[src/rtl/seg7_pkg.sv]
// Shared types and constants for the seven-segment scan reader.
// Holds the segment code table, the blank code and the reader FSM states.
package seg7_pkg;

    typedef logic [6:0] seg7_t;

    localparam seg7_t SEG_BLANK = 7'h00;

    // Segment code for nibbles 0..F, seg = {g,f,e,d,c,b,a}
    localparam seg7_t SEG_CODE [16] = '{
        7'h3F, 7'h06, 7'h5B, 7'h4F,
        7'h66, 7'h6D, 7'h7D, 7'h07,
        7'h7F, 7'h6F, 7'h77, 7'h7C,
        7'h39, 7'h5E, 7'h79, 7'h71
    };

    typedef enum logic [1:0] {
        IDLE,
        SETTLE,
        HOLD
    } state_t;

    // One {dig_sel, seg} sample of the display lines
    typedef struct packed {
        logic [3:0] sel;
        seg7_t      seg;
    } obs_t;

    // Forward encoding, shared with the bin_to_7_seg encoder
    function automatic seg7_t seg7_encode(input logic [3:0] nib);
        return SEG_CODE[nib];
    endfunction

    function automatic logic one_hot4(input logic [3:0] v);
        return (v != 4'b0) && ((v & (v - 4'd1)) == 4'b0);
    endfunction

    // Position of the hot bit; only meaningful when v is one-hot
    function automatic logic [1:0] sel_index(input logic [3:0] v);
        logic [1:0] r;
        r = 2'd0;
        for (int i = 0; i < 4; i++) begin
            if (v[i]) r = 2'(i);
        end
        return r;
    endfunction

endpackage

[src/rtl/seg7_to_nibble.sv]
// Combinational reverse lookup of a seven-segment code.
// Ports: seg (code in), legal (code is in the table), nibble (decoded value).
module seg7_to_nibble
    import seg7_pkg::*;
(
    input  logic [6:0] seg,
    output logic       legal,
    output logic [3:0] nibble
);

    always_comb begin
        legal  = 1'b0;
        nibble = 4'h0;
        for (int i = 0; i < 16; i++) begin
            if (seg == SEG_CODE[i]) begin
                legal  = 1'b1;
                nibble = 4'(i);
            end
        end
    end

endmodule

[src/rtl/seg7_scan_reader.sv]
// Recovers the 16-bit value shown on a scanned 4-digit seven-segment display.
// Ports: clk, rst_n, segment lines a..g, dig_sel[3:0] in; value[15:0],
// digit_strobe, digit_idx[1:0], frame_valid, bad_pattern out.
module seg7_scan_reader
    import seg7_pkg::*;
#(
    parameter int unsigned STABLE_CYCLES = 4
) (
    input  logic        clk,
    input  logic        rst_n,
    input  logic        a,
    input  logic        b,
    input  logic        c,
    input  logic        d,
    input  logic        e,
    input  logic        f,
    input  logic        g,
    input  logic [3:0]  dig_sel,
    output logic [15:0] value,
    output logic        digit_strobe,
    output logic [1:0]  digit_idx,
    output logic        frame_valid,
    output logic        bad_pattern
);

    localparam logic [7:0] CNT_LAST = 8'(STABLE_CYCLES - 1);

    obs_t       s;
    obs_t       s_prev;
    state_t     state;
    state_t     state_n;
    logic [7:0] cnt;
    logic [7:0] cnt_n;
    logic       eval;

    logic [3:0]  seen;
    logic [3:0]  seen_upd;
    logic [3:0]  dig_q [4];
    logic [15:0] value_q;
    logic [15:0] frame_word;

    logic       s_valid;
    logic       s_changed;
    logic       dec_legal;
    logic [3:0] dec_nib;
    logic [1:0] idx;
    logic       capture;
    logic       frame;

    always_ff @(posedge clk or negedge rst_n) begin
        if (!rst_n) begin
            s      <= '0;
            s_prev <= '0;
        end else begin
            s      <= {dig_sel, g, f, e, d, c, b, a};
            s_prev <= s;
        end
    end

    assign s_valid   = one_hot4(s.sel) && (s.seg != SEG_BLANK);
    assign s_changed = (s != s_prev);
    assign idx       = sel_index(s.sel);

    seg7_to_nibble u_dec (
        .seg    (s.seg),
        .legal  (dec_legal),
        .nibble (dec_nib)
    );

    always_ff @(posedge clk or negedge rst_n) begin
        if (!rst_n) begin
            state <= IDLE;
            cnt   <= '0;
        end else begin
            state <= state_n;
            cnt   <= cnt_n;
        end
    end

    // A pattern is evaluated once, on the cycle its stability count
    // completes with the current sample still matching the previous one.
    always_comb begin
        state_n = state;
        cnt_n   = cnt;
        eval    = 1'b0;
        if (!s_valid) begin
            state_n = IDLE;
            cnt_n   = '0;
        end else if (s_changed) begin
            state_n = SETTLE;
            cnt_n   = '0;
        end else if (state != HOLD) begin
            if (cnt == CNT_LAST) begin
                eval    = 1'b1;
                state_n = HOLD;
                cnt_n   = '0;
            end else begin
                cnt_n = cnt + 8'd1;
            end
        end
    end

    assign capture  = eval && dec_legal;
    assign seen_upd = seen | (4'b0001 << idx);
    assign frame    = capture && (seen_upd == 4'hF);

    // Frame contents including the nibble being captured this cycle
    always_comb begin
        frame_word = value_q;
        for (int i = 0; i < 4; i++) begin
            if (capture && (idx == 2'(i))) begin
                frame_word[4*i +: 4] = dec_nib;
            end else begin
                frame_word[4*i +: 4] = dig_q[i];
            end
        end
    end

    always_ff @(posedge clk or negedge rst_n) begin
        if (!rst_n) begin
            seen    <= '0;
            value_q <= '0;
            for (int i = 0; i < 4; i++) begin
                dig_q[i] <= '0;
            end
        end else if (capture) begin
            dig_q[idx] <= dec_nib;
            seen       <= frame ? 4'b0000 : seen_upd;
            if (frame) begin
                value_q <= frame_word;
            end
        end
    end

    // Completing frame is visible together with its strobe
    assign value        = frame ? frame_word : value_q;
    assign digit_strobe = capture;
    assign digit_idx    = capture ? idx : 2'd0;
    assign frame_valid  = frame;
    assign bad_pattern  = eval && !dec_legal;

endmodule

[config.mk]
export PLATFORM = sky130hd
export DESIGN_NAME = seg7_scan_reader
export DESIGN_NICKNAME = d
export VERILOG_FILES = /design/src/rtl/seg7_pkg.sv /design/src/rtl/seg7_to_nibble.sv /design/src/rtl/seg7_scan_reader.sv
export SDC_FILE = /design/constraint.sdc
export NUM_CORES = 1
export LEC_CHECK = 0
export ABC_CLOCK_PERIOD_IN_PS = 6900
export BUFFER_PORTS_ARGS = -buffer_cell sky130_fd_sc_hd__buf_4
export CAP_MARGIN = 0
export CORE_MARGIN = 1.5
export CORE_UTILIZATION = 40
export CTS_BUF_LIST = sky130_fd_sc_hd__clkbuf_4
export CTS_CLUSTER_SIZE = 8
export DETAILED_ROUTE_END_ITERATION = 8
export HOLD_SLACK_MARGIN = 0.1
export SYNTH_ARGS = -nofsm -noshare
export SYNTH_HDL_FRONTEND = slang
export SYNTH_SLANG_ARGS = --single-unit
[constraint.sdc]
create_clock -name clk -period 6.9 [get_ports clk]
set_input_delay 1.38 -clock clk [delete_from_list [all_inputs] [get_ports clk]]
set_output_delay 1.38 -clock clk [all_outputs]
set_load 0.01 [all_outputs]
After elaboration in Yosys (flattened, before gate mapping)
Index checks and enable logic that the tools add are counted.
- input port bits: 13
- register bits: 68
- output and inout bits: 21
- word-level logic and storage cells: 117
- shift-type cells: 1
- reductions and logical operators: 16
- order comparisons: 2
- muxes and demuxes: 56
- equality and inequality tests: 25
- add/subtract/negate cells: 2
- bitwise gates (word level): 3
- operators by type and width (kind ; count):
    $eq A7 B7 Y1 const B ; 12
    $mux W4 ; 14
    $mux W8 ; 4
    $mux W1 ; 22
    $mux W2 ; 9
    $bwmux W16 ; 1
    $mux W16 ; 1
    $eq A7 B3 Y1 const B ; 2
    $eq A7 B6 Y1 const B ; 2
    $mux W3 ; 4
    $ne A11 B11 Y1 ; 1
    $logic_and A1 B1 Y1 ; 10
    $add A8 B1 Y8 const B ; 1
    $demux W4 S2 ; 1
    $eq A8 B2 Y1 const B ; 1
    $reduce_bool A7 Y1 ; 1
    $ne A3 B1 Y1 const B ; 2
    $and A4 B4 Y4 ; 1
    $eq A2 B2 Y1 const B ; 2
    $eq A4 B4 Y1 const B ; 1
    $logic_not A4 Y1 ; 1
    $or A4 B4 Y4 ; 1
    $reduce_bool A4 Y1 ; 1
    $shl A1 B2 Y4 const A ; 1
    other kinds (9) ; 9

Depth between registers and ports, before layout
Gate-level depths: netlist (run 1).
- word-level depth: 21
- mapped depth: 9
- depth with buffers taken out: 6

Hierarchy
Synthesis (run 1) repeated with hierarchy kept, for this count alone.
- cell total of the unflattened synthesis: 297
- area total of the unflattened synthesis: 3637.2 um2
- modules (own cells, without submodules) (module ; area each (um2) ; times used ; cells each ; sequential area each (um2)):
    seg7_scan_reader ; 3244.4 ; 1 ; 240 ; 1701.6
    seg7_to_nibble ; 392.9 ; 1 ; 57 ; 0.0

Least setup slack after synthesis (run 1)
No wires, ideal clock.
- path kind: register to output
- start: register s[8] in the netlist's numbering
- end: output port value[0]
- path slack: 3.132 ns
- required time: 5.520 ns
- stages on the path, launching flop included: 10
- arrival: 2.388 ns
- buffers on the path: 3
- cells stage by stage: dfrtp_1 > clkbuf_1 > or3_1 > clkbuf_1 > a22o_1 > a211oi_2 > o311ai_4 > nor2_4 > buf_6 > mux2_1
- cells in the longest elaborated chain, start to end: 10
- elaborated cells between the ends (all ways): 21
- those cells by class: add/sub: 1; eq/ne: 2; shift: 1; mux: 7; bitwise: 2; reduce/logical: 8
- ends and longest elaborated chain (item ; line ; text):
    start, declared ; seg7_scan_reader.sv:28 ; obs_t s;
    start signal, assigned ; seg7_scan_reader.sv:55 ; s <= {dig_sel, g, f, e, d, c, b, a};
    $sub A4 B1 Y4 ; seg7_pkg.sv:35 ; return (v != 4'b0) && ((v & (v - 4'd1)) == 4'b0);
    $and A4 B4 Y4 ; seg7_pkg.sv:35 ;
    $logic_not A4 Y1 ; seg7_pkg.sv:35 ;
    $logic_and A1 B1 Y1 ; seg7_pkg.sv:35 ;
    $logic_and A1 B1 Y1 ; seg7_scan_reader.sv:60 ; assign s_valid = one_hot4(s.sel) && (s.seg != SEG_BLANK);
    $mux W1 ; seg7_scan_reader.sv:86 ; if (!s_valid) begin
    $logic_and A1 B1 Y1 ; seg7_scan_reader.sv:103 ; assign capture = eval && dec_legal;
    $logic_and A1 B1 Y1 ; seg7_scan_reader.sv:111 ; if (capture && (idx == 2'(i))) begin
    $mux W4 ; seg7_scan_reader.sv:111 ;
    $mux W16 * ; n/a ;
    end, declared ; seg7_scan_reader.sv:19 ; output logic [15:0] value,
Every way passes the cells marked *; elsewhere a longest branch is shown, timed or not.

Final worst setup path (run 1)
- start: register s[10] in the netlist's numbering
- end: output port value[3]
The elaborated chain is that of the path after synthesis.

==> results.py, run 1 <==
metrics = {
    "critical_path": {
        "critical_path_class": "reg -> out",
        "cp.arrival_ns": 3.82,
        "r2r_slack_ns": 3.52,
        "crit_required_ns": 5.52,
        "r2r_cells": 6,
        "timing.critical_path.to": "value[3]",
        "regToRegEndpoint": "value_q[10]$_DFFE_PN0P_",
        "critPathMaxFanout": 33,
        "critPathCaptureType": "primary output",
        "start_kind": "flop",
        "worstReg2RegStart": "s[10]$_DFF_PN0_",
        "startpoint": "s[10]$_DFF_PN0_",
    },
    "routing": {
        "routed_wirelength_um": 6860,
        "ant_nets": 0,
        "drc": 0,
        "drt_pass1_iterations": 4,
        "dr_total_vias": 2395,
        "wl_per_cell_um": 15.2,
        "drt-vias-per-instance": 5.30,
        "drt_iter0_drc": 93,
    },
    "status": {
        "status": "complete, no violations",
    },
    "yosys": {
        "synth-seq-cells": 68,
        "synthFlopType": "dfrtp_1",
        "postSynthAreaPerCell_um2": 10.9,
        "netlist_area_um2": 3450,
        "yosysWarnings": 0,
        "async_flop_share": 1.00,
        "synth_cell_types": 52,
        "synth_top_area_share": 0.493,
        "synth_common_cells": "dfrtp_1 (68), mux2_2 (39), nor2_1 (24)",
        "synth.most_common_cell": "dfrtp_1",
        "synth.area.top_cells": "dfrtp_1 (49%), mux2_2 (13%), a21oi_1 (3.3%), xnor2_1 (2.8%), nor2_1 (2.6%)",
        "syn_inst": 316,
        "synth_top_area_cell": "dfrtp_1",
        "synth_fp_nets": 330,
        "synth_edf_count": 0,
        "seq_area_frac_synth": 0.493,
    },
    "sta": {
        "finalCritPeriodShare": 0.754,
        "layout_min_cycle_time_ns": 5.20,
        "fin_skew_ns": 0.0110,
        "rsz0062_at_grt": "no",
        "finalSetupTns_ns": 0,
        "hold_viol_final": 0,
        "finalSetupViolCount": 0,
        "timing.fmax_mhz": 192,
        "drv_slew": 0,
        "worst_pin_slew_ns": 0.946,
        "maxSlewHeadroom": 0.365,
    },
    "pwr": {
        "power.density_nw_per_um2": 178,
        "p_leak_nw": 1.76,
        "power_uw": 687,
        "max-vdd-ir-drop_uv": 87.7,
    },
    "clock_tree": {
        "clock-sinks": 68,
        "cts_setup_buffers": 0,
        "cts_buffers": 9,
        "cts_max_level": 3,
        "insertion_delay_ns": 0.40,
        "postCtsHoldBufs": 0,
        "cts_tree": "done",
        "cts-root-buf": "clkbuf_4",
        "cts_max_path_buffers": 2,
        "clk_pin_slew_ns": 0.11,
        "post_cts_resized": 0,
    },
    "job": {
        "drv_cap": 0,
    },
    "die": {
        "fp.dieArea_um2": 9190,
        "die_height_um": 95.9,
        "core_area_um2": 8300,
        "std_cell_rows": 33,
        "die_w_um": 95.9,
        "ios": 34,
        "initial_utilization": 0.416,
    },
    "placed_design": {
        "gp_congestion": 0.807,
        "io_buffers": 33,
        "place_inst": 436,
        "dp_hpwl_um": 4660,
        "place_area_um2": 3730,
    },
    "grt": {
        "use_met3": 0.0419,
        "grt_use_total": 0.165,
        "grtUsageMet1": 0.234,
        "grt_pass1_vias": 2245,
        "grt_max_degree": 69,
        "grt_overflow": 0,
        "busiest_layer": "met2",
        "grt_pass1_wl_um": 11400,
        "antenna_found_initial": 0,
        "gr-usage-met2": 0.246,
    },
    "finish": {
        "final_area_um2": 3850,
        "final_cells": 452,
        "drive_gt1_frac": 0.282,
        "n_antenna_cell": 0,
        "nets": 356,
        "syn2layout_area_growth_pct": 11.5,
    },
    "hold_path": {
        "worst_hold_path_type": "reg -> reg",
    },
}
==> power breakdown <==
group | switching (mW) | total, mW | leakage (nW) | internal, mW
clock network | 0.136 | 0.224 | 0.0692 | 0.0885
registers | 0.0140 | 0.419 | 0.898 | 0.405
logic | 0.0250 | 0.0432 | 0.792 | 0.0182
total | 0.175 | 0.687 | 1.76 | 0.512
==> critical path, stage by stage, from the launching register on <==
cell and delay [ns]:
dfrtp_1 0.64, nor2b_1 0.71, o21bai_1 0.21, a211oi_2 0.30, o311ai_4 0.24, nor2_4 0.73
mux2_2 0.42, buf_4 0.14
==> routing by layer <==
layer | part of all wire | wire (um) | up-vias
li1 | - | - | 1200
met1 | 0.50 | 3440 | 1154
met2 | 0.45 | 3120 | 33
met3 | 0.034 | 231 | 8
met4 | 0.011 | 74 | 0
met5 | 0 | 0 | -
==> metrics by stage <==
stage	setup WS (ns)	hold slack, ns	utilization
2_1_floorplan	3.13	0.352	-
3_3_place_gp	2.14	0.462	0.450
3_5_place_dp	2.10	0.471	0.450
4_1_cts	1.64	0.495	0.463
5_1_grt	1.33	0.514	0.463
6_report	1.70	0.491	0.463
==> state kept, by name (all words and copies together) (netlist names) <==
register  cells
dig_q        16
value_q      16
s            11
s_prev       11
cnt           8
seen          4
state         2
==> kinds of logic after synthesis <==
logic type,synth area share
AOI/OAI and AO/OA,0.117
xor gates and xnor gates,0.0381
adders and majority gates,0.00363
buffers and inverters,0.0330
DFF,0.493
muxes,0.144
and+or+nand+nor,0.172
==> layout by cell type (no fill, tap or decap), drive strengths merged, types with 2 or more instances in the layout <==
cell type,instances
and3b,2
and3,4
a21o,2
nor3b,4
clkbuf,13
o22a,3
inv,5
mux2,44
clkinv,3
a21oi,23
nor3,8
nand4,8
a32oi,2
nand2,15
nor4,4
and4,2
xnor2,11
or3,5
a31oi,2
nand3,7
xor2,4
a22o,2
dfrtp,68
nand2b,5
nand4b,2
nor2b,6
buf,33
o21ai,15
nor2,27
==> worst min-delay path by stage <==
stage / startpoint / to / slack (ns) / cells past startpoint
floorplan: s[10]$_DFF_PN0_ / s_prev[10]$_DFF_PN0_ / 0.35 / 0
global placement: value_q[13]$_DFFE_PN0P_ / value_q[13]$_DFFE_PN0P_ / 0.46 / 1
detailed placement: value_q[13]$_DFFE_PN0P_ / value_q[13]$_DFFE_PN0P_ / 0.47 / 1
CTS: value_q[13]$_DFFE_PN0P_ / value_q[13]$_DFFE_PN0P_ / 0.50 / 1
global route: value_q[13]$_DFFE_PN0P_ / value_q[13]$_DFFE_PN0P_ / 0.51 / 1
finish: value_q[13]$_DFFE_PN0P_ / value_q[13]$_DFFE_PN0P_ / 0.49 / 1
==> final cells by class <==
type / count / area (um^2)
multi-input combinational: 225 / 1640
inverter: 5 / 18.8
fill: 783 / 4450
tap: 105 / 131
timing repair buffer: 33 / 248
clock buffer: 13 / 97.6
clock inverter: 3 / 13.8
sequential: 68 / 1700
(Power assumes the default switching activity.)
==> run 2, diff against run 1 <==
Settings changed: ABC_CLOCK_PERIOD_IN_PS 6900 to 5000.
Clock period 6.9 ns to 5 ns, I/O delays scaled along.
==> run 2 against run 1 <==
Against the previous run: die area did not move; combinational power rose by 41%; clock power rose by 25%; highest routed layer unchanged; worst setup slack got worse by 1.3 ns; flip-flop and latch count did not move; final area barely moved; first-iteration DRC count rose by 4.3%; via count rose by 3.7%.
==> results.py, run 2 (synthesized netlist as in run 1, its figures left out) <==
metrics = {
    "critical_path": {
        "critical_path_class": "reg -> out",
        "critPathCaptureType": "primary output",
        "cp.arrival_ns": 3.65,
        "start_kind": "flop",
        "critPathMaxFanout": 26,
        "crit_required_ns": 4.00,
    },
    "die": {
        "die_height_um": 95.9,
        "fp.dieArea_um2": 9190,
        "std_cell_rows": 33,
        "ios": 34,
        "initial_utilization": 0.416,
        "core_area_um2": 8300,
        "die_w_um": 95.9,
    },
    "sta": {
        "finalSetupTns_ns": 0,
        "maxSlewHeadroom": 0.271,
        "timing.fmax_mhz": 215,
        "drv_slew": 0,
        "fin_skew_ns": 0.0249,
        "worst_pin_slew_ns": 1.09,
        "holdWs_ns": 0.500,
        "rsz0062_at_grt": "no",
        "finalCritPeriodShare": 0.930,
        "hold_viol_final": 0,
        "layout_min_cycle_time_ns": 4.65,
        "finalSetupViolCount": 0,
    },
    "clock_tree": {
        "clock-sinks": 68,
        "cts_setup_buffers": 0,
        "post_cts_resized": 0,
        "cts_buffers": 9,
        "cts_max_level": 3,
        "insertion_delay_ns": 0.42,
        "cts_tree": "done",
        "cts_max_path_buffers": 2,
        "clk_pin_slew_ns": 0.11,
        "cts-root-buf": "clkbuf_4",
        "postCtsHoldBufs": 0,
    },
    "routing": {
        "drc": 0,
        "drt-vias-per-instance": 5.49,
        "ant_nets": 0,
        "drt_iter0_drc": 97,
        "dr_total_vias": 2483,
        "drt_pass1_iterations": 4,
        "routed_wirelength_um": 6950,
        "wl_per_cell_um": 15.4,
    },
    "grt": {
        "grt_use_total": 0.172,
        "grt_overflow": 0,
        "antenna_found_initial": 0,
        "grt_pass1_vias": 2410,
        "grt_max_degree": 69,
        "grt_pass1_wl_um": 11900,
    },
    "placed_design": {
        "place_area_um2": 3760,
        "io_buffers": 33,
        "gp_congestion": 0.868,
        "place_inst": 439,
        "dp_hpwl_um": 4760,
    },
    "finish": {
        "top_regs": "dig_q: 16 flops, value_q: 16 flops",
        "final_area_um2": 3840,
        "n_antenna_cell": 0,
        "nFillCells": 797,
        "syn2layout_area_growth_pct": 11.4,
        "fin_util": 0.463,
        "multi_input_area_um2": 1640,
        "register_area_um2": 1700,
        "drive_gt1_frac": 0.280,
        "final_common_cell": "dfrtp_1",
        "nets": 359,
        "final_cells": 452,
        "mostFrequentLayoutCells": "dfrtp_1 (68), mux2_2 (39), buf_4 (36)",
    },
    "pwr": {
        "p_leak_nw": 1.75,
        "power.density_nw_per_um2": 239,
        "max-vdd-ir-drop_uv": 93.9,
    },
    "job": {
        "drv_cap": 0,
    },
    "status": {
        "status": "complete, no violations",
    },
    "hold_path": {
        "worst_hold_path_type": "reg -> reg",
    },
}
## run 2: cell types whose count changed in the layout (fill, tap and decap cells not counted), sizes merged
cell      previous run  this run
clkinvlp             0         1
buf                 33        36
clkbuf              13         9
## run 2: where the power goes
group | total, mW | switching [mW] | internal (mW)
clock network | 0.279 | 0.189 | 0.0901
registers | 0.578 | 0.0189 | 0.559
logic | 0.0609 | 0.0354 | 0.0256
total | 0.918 | 0.243 | 0.675
## run 2: cell type report
cell class                 count  share of cell area
clock buffer                   9              0.0176
clock inverter                 4             0.00521
inverter                       5             0.00488
multi-input combinational    225               0.425
sequential                    68               0.443
tap                          105              0.0342
timing repair buffer          36              0.0703
## run 2: final timing paths
kind / start / endpoint / cells after the start / slack [ns]
min in group asynchronous: rst_n / cnt[6]$_DFFE_PN0P_ / 1 / 0.67
worst max register to register: s[0]$_DFF_PN0_ / value_q[1]$_DFFE_PN0P_ / 7 / 1.80
worst min register to register: value_q[13]$_DFFE_PN0P_ / value_q[13]$_DFFE_PN0P_ / 1 / 0.50
max in group asynchronous: rst_n / value_q[11]$_DFFE_PN0P_ / 1 / 3.75
worst min-delay path: value_q[13]$_DFFE_PN0P_ / value_q[13]$_DFFE_PN0P_ / 1 / 0.50
worst max-delay path: s[0]$_DFF_PN0_ / value[1] / 8 / 0.35
## run 2: per-stage QoR
step                power, mW  worst slack (ns)
global placement        0.650             0.822
floorplan               0.621              1.61
global route            0.965            0.0615
finish                  0.918             0.352
detailed placement      0.651             0.792
CTS                     0.932             0.274
## run 2: per-layer routing
metal / vias to the layer above / wire length (um) / GRT usage
li1: 1206 / - / -
met3: 12 / 287 / 0.0592
met1: 1207 / 3450 / 0.232
met4: 0 / 104 / 0.0600
met5: - / 0 / 0
met2: 58 / 3110 / 0.255
## run 2: worst max-delay path: stages, from the launching register on
cell and delay [ns]:
dfrtp_1 0.66, or3b_2 0.55, a31o_2 0.30, o2111ai_2 0.15, o311ai_4 0.24, nor2_4 0.59, buf_4 0.27, mux2_1 0.32
buf_4 0.15
==> run 3, diff against run 2 <==
Settings changed: HOLD_SLACK_MARGIN 0.1 to 0.12, MAX_ROUTING_LAYER set to met4.
==> run 3 against run 2 <==
Against the previous run: final area grew 0.91%; clock power grew 27%; total power grew 7.9%; first-iteration DRC count shrank 5.2%; final cell count grew 0.44%; global-route usage grew 0.21 points; non-clock buffer count shrank 1; sequential power is essentially flat; worst hold slack lost 0.0064 ns; highest routed layer unchanged.
==> results.py, run 3 (synthesized netlist as in run 1, its figures left out) <==
metrics = {
    "finish": {
        "final_area_um2": 3880,
        "final_common_cell": "dfrtp_1",
        "register_area_um2": 1700,
        "nets": 358,
        "drive_gt1_frac": 0.284,
        "syn2layout_area_growth_pct": 12.4,
        "n_antenna_cell": 0,
        "top_regs": "dig_q: 16 flops, value_q: 16 flops",
        "mostFrequentLayoutCells": "dfrtp_1 (68), mux2_2 (39), buf_4 (35)",
        "nFillCells": 786,
        "multi_input_area_um2": 1640,
    },
    "routing": {
        "drc": 0,
        "wl_per_cell_um": 15.1,
        "drt_iter0_drc": 92,
        "routed_wirelength_um": 6880,
        "dr_total_vias": 2458,
        "drt-vias-per-instance": 5.41,
        "ant_nets": 0,
        "drt_pass1_iterations": 4,
    },
    "critical_path": {
        "critPathCaptureType": "primary output",
        "crit_buf_inv": 1,
        "crit_family": "simple AND/OR/NAND/NOR gates",
        "r2r_cells": 7,
        "regToRegEndpoint": "value_q[7]$_DFFE_PN0P_",
        "worst_path_max_delay_cell": "nor2_4",
        "worstReg2RegStart": "s[0]$_DFF_PN0_",
        "start_kind": "flop",
        "cp.arrival_ns": 3.60,
        "critPathMaxFanout": 31,
        "cpPeakStageDelay_ns": 0.69,
        "crit_required_ns": 4.00,
        "r2r_slack_ns": 1.68,
        "worstPathCellList": "or3b_2 > a31o_2 > o2111ai_2 > o311ai_4 > nor2_4 > mux2_2 > buf_4",
        "critical_path_class": "reg -> out",
    },
    "sta": {
        "rsz0062_at_grt": "no",
        "drv_slew": 0,
        "maxSlewHeadroom": 0.382,
        "timing.fmax_mhz": 217,
        "worst_pin_slew_ns": 0.921,
        "finalSetupTns_ns": 0,
        "finalSetupViolCount": 0,
        "layout_min_cycle_time_ns": 4.60,
        "hold_viol_final": 0,
        "finalCritPeriodShare": 0.920,
        "finalWorstSetupSlack_ns": 0.398,
        "fin_skew_ns": 0.0153,
    },
    "grt": {
        "use_met3": 0.0355,
        "grt_pass1_vias": 2322,
        "gr-usage-met2": 0.250,
        "grt_overflow": 0,
        "antenna_found_initial": 0,
        "grt_max_degree": 69,
        "grtUsageMet1": 0.233,
        "grt_use_total": 0.174,
        "grt_pass1_wl_um": 11600,
        "busiest_layer": "met2",
    },
    "die": {
        "die_height_um": 95.9,
        "std_cell_rows": 33,
        "initial_utilization": 0.416,
        "ios": 34,
        "die_w_um": 95.9,
        "fp.dieArea_um2": 9190,
        "core_area_um2": 8300,
    },
    "job": {
        "drv_cap": 0,
    },
    "clock_tree": {
        "cts_setup_buffers": 0,
        "cts_max_level": 3,
        "clk_pin_slew_ns": 0.12,
        "postCtsHoldBufs": 0,
        "cts_max_path_buffers": 2,
        "cts_tree": "done",
        "cts-root-buf": "clkbuf_4",
        "clock-sinks": 68,
        "cts_buffers": 9,
        "insertion_delay_ns": 0.42,
        "post_cts_resized": 0,
    },
    "pwr": {
        "p_int_uw": 738,
        "p_clk_frac": 0.356,
        "seq_power_share": 0.584,
        "p_leak_nw": 1.77,
        "power.density_nw_per_um2": 255,
        "combPwrFrac": 0.060,
        "p_sw_uw": 252,
        "power_uw": 990,
        "sw_frac_of_total": 0.255,
        "max-vdd-ir-drop_uv": 123,
    },
    "hold_path": {
        "min_path_cells": 1,
        "min_delay_worst_endpoint": "value_q[13]$_DFFE_PN0P_",
        "worst_hold_path_type": "reg -> reg",
        "min_from": "value_q[13]$_DFFE_PN0P_",
    },
    "placed_design": {
        "place_area_um2": 3750,
        "io_buffers": 33,
        "dp_hpwl_um": 4790,
        "dp_slack_ns": 0.820,
        "gp_congestion": 0.815,
    },
    "status": {
        "status": "complete, no violations",
    },
}
run 3: power groups by stage:
stage               clock, mW  sequential [mW]  combinational (mW)
floorplan                   0            0.575              0.0458
global placement            0            0.589              0.0610
detailed placement          0            0.589              0.0614
CTS                     0.365            0.578              0.0618
global route            0.395            0.581              0.0687
finish                  0.353            0.578              0.0598
run 3: worst register-to-register path, cell delays in order (launching register included):
cell and delay, ns:
dfrtp_1 0.66, or3b_2 0.56, a31o_2 0.31, o2111ai_2 0.17, o311ai_4 0.24, nor2_4 0.69, buf_4 0.27, mux2_2 0.33
run 3: how the worst max path moves through the flow:
stage	cells past startpoint	slack (ns)	to	startpoint
finish	7	0.40	value[8]	s[0]$_DFF_PN0_
global route	7	0.16	value[7]	s[0]$_DFF_PN0_
floorplan	9	1.61	value[0]	s[8]$_DFF_PN0_
CTS	7	0.36	value[8]	s[0]$_DFF_PN0_
detailed placement	7	0.82	value[8]	s[0]$_DFF_PN0_
global placement	7	0.84	value[8]	s[0]$_DFF_PN0_
run 3: through the flow:
stage / util / std cells / hold WS (ns)
2_1_floorplan: - / 316 / 0.352
3_3_place_gp: 0.452 / 438 / 0.463
3_5_place_dp: 0.452 / 438 / 0.471
4_1_cts: 0.468 / 454 / 0.499
5_1_grt: 0.468 / 454 / 0.532
6_report: 0.468 / 454 / 0.493
run 3: cell type report:
type / instances / share of cell area
Clock inverter: 6 / 0.0142
Inverter: 5 / 0.00484
Tap cell: 105 / 0.0339
Timing Repair Buffer: 35 / 0.0677
Sequential cell: 68 / 0.439
Clock buffer: 10 / 0.0193
Multi-Input combinational cell: 225 / 0.421
run 3: per-layer routing:
layer  share of wire  up-vias
met1            0.49     1201
li1                -     1207
met4           0.020        0
met2            0.45       37
met3           0.036       13
met5               0        -
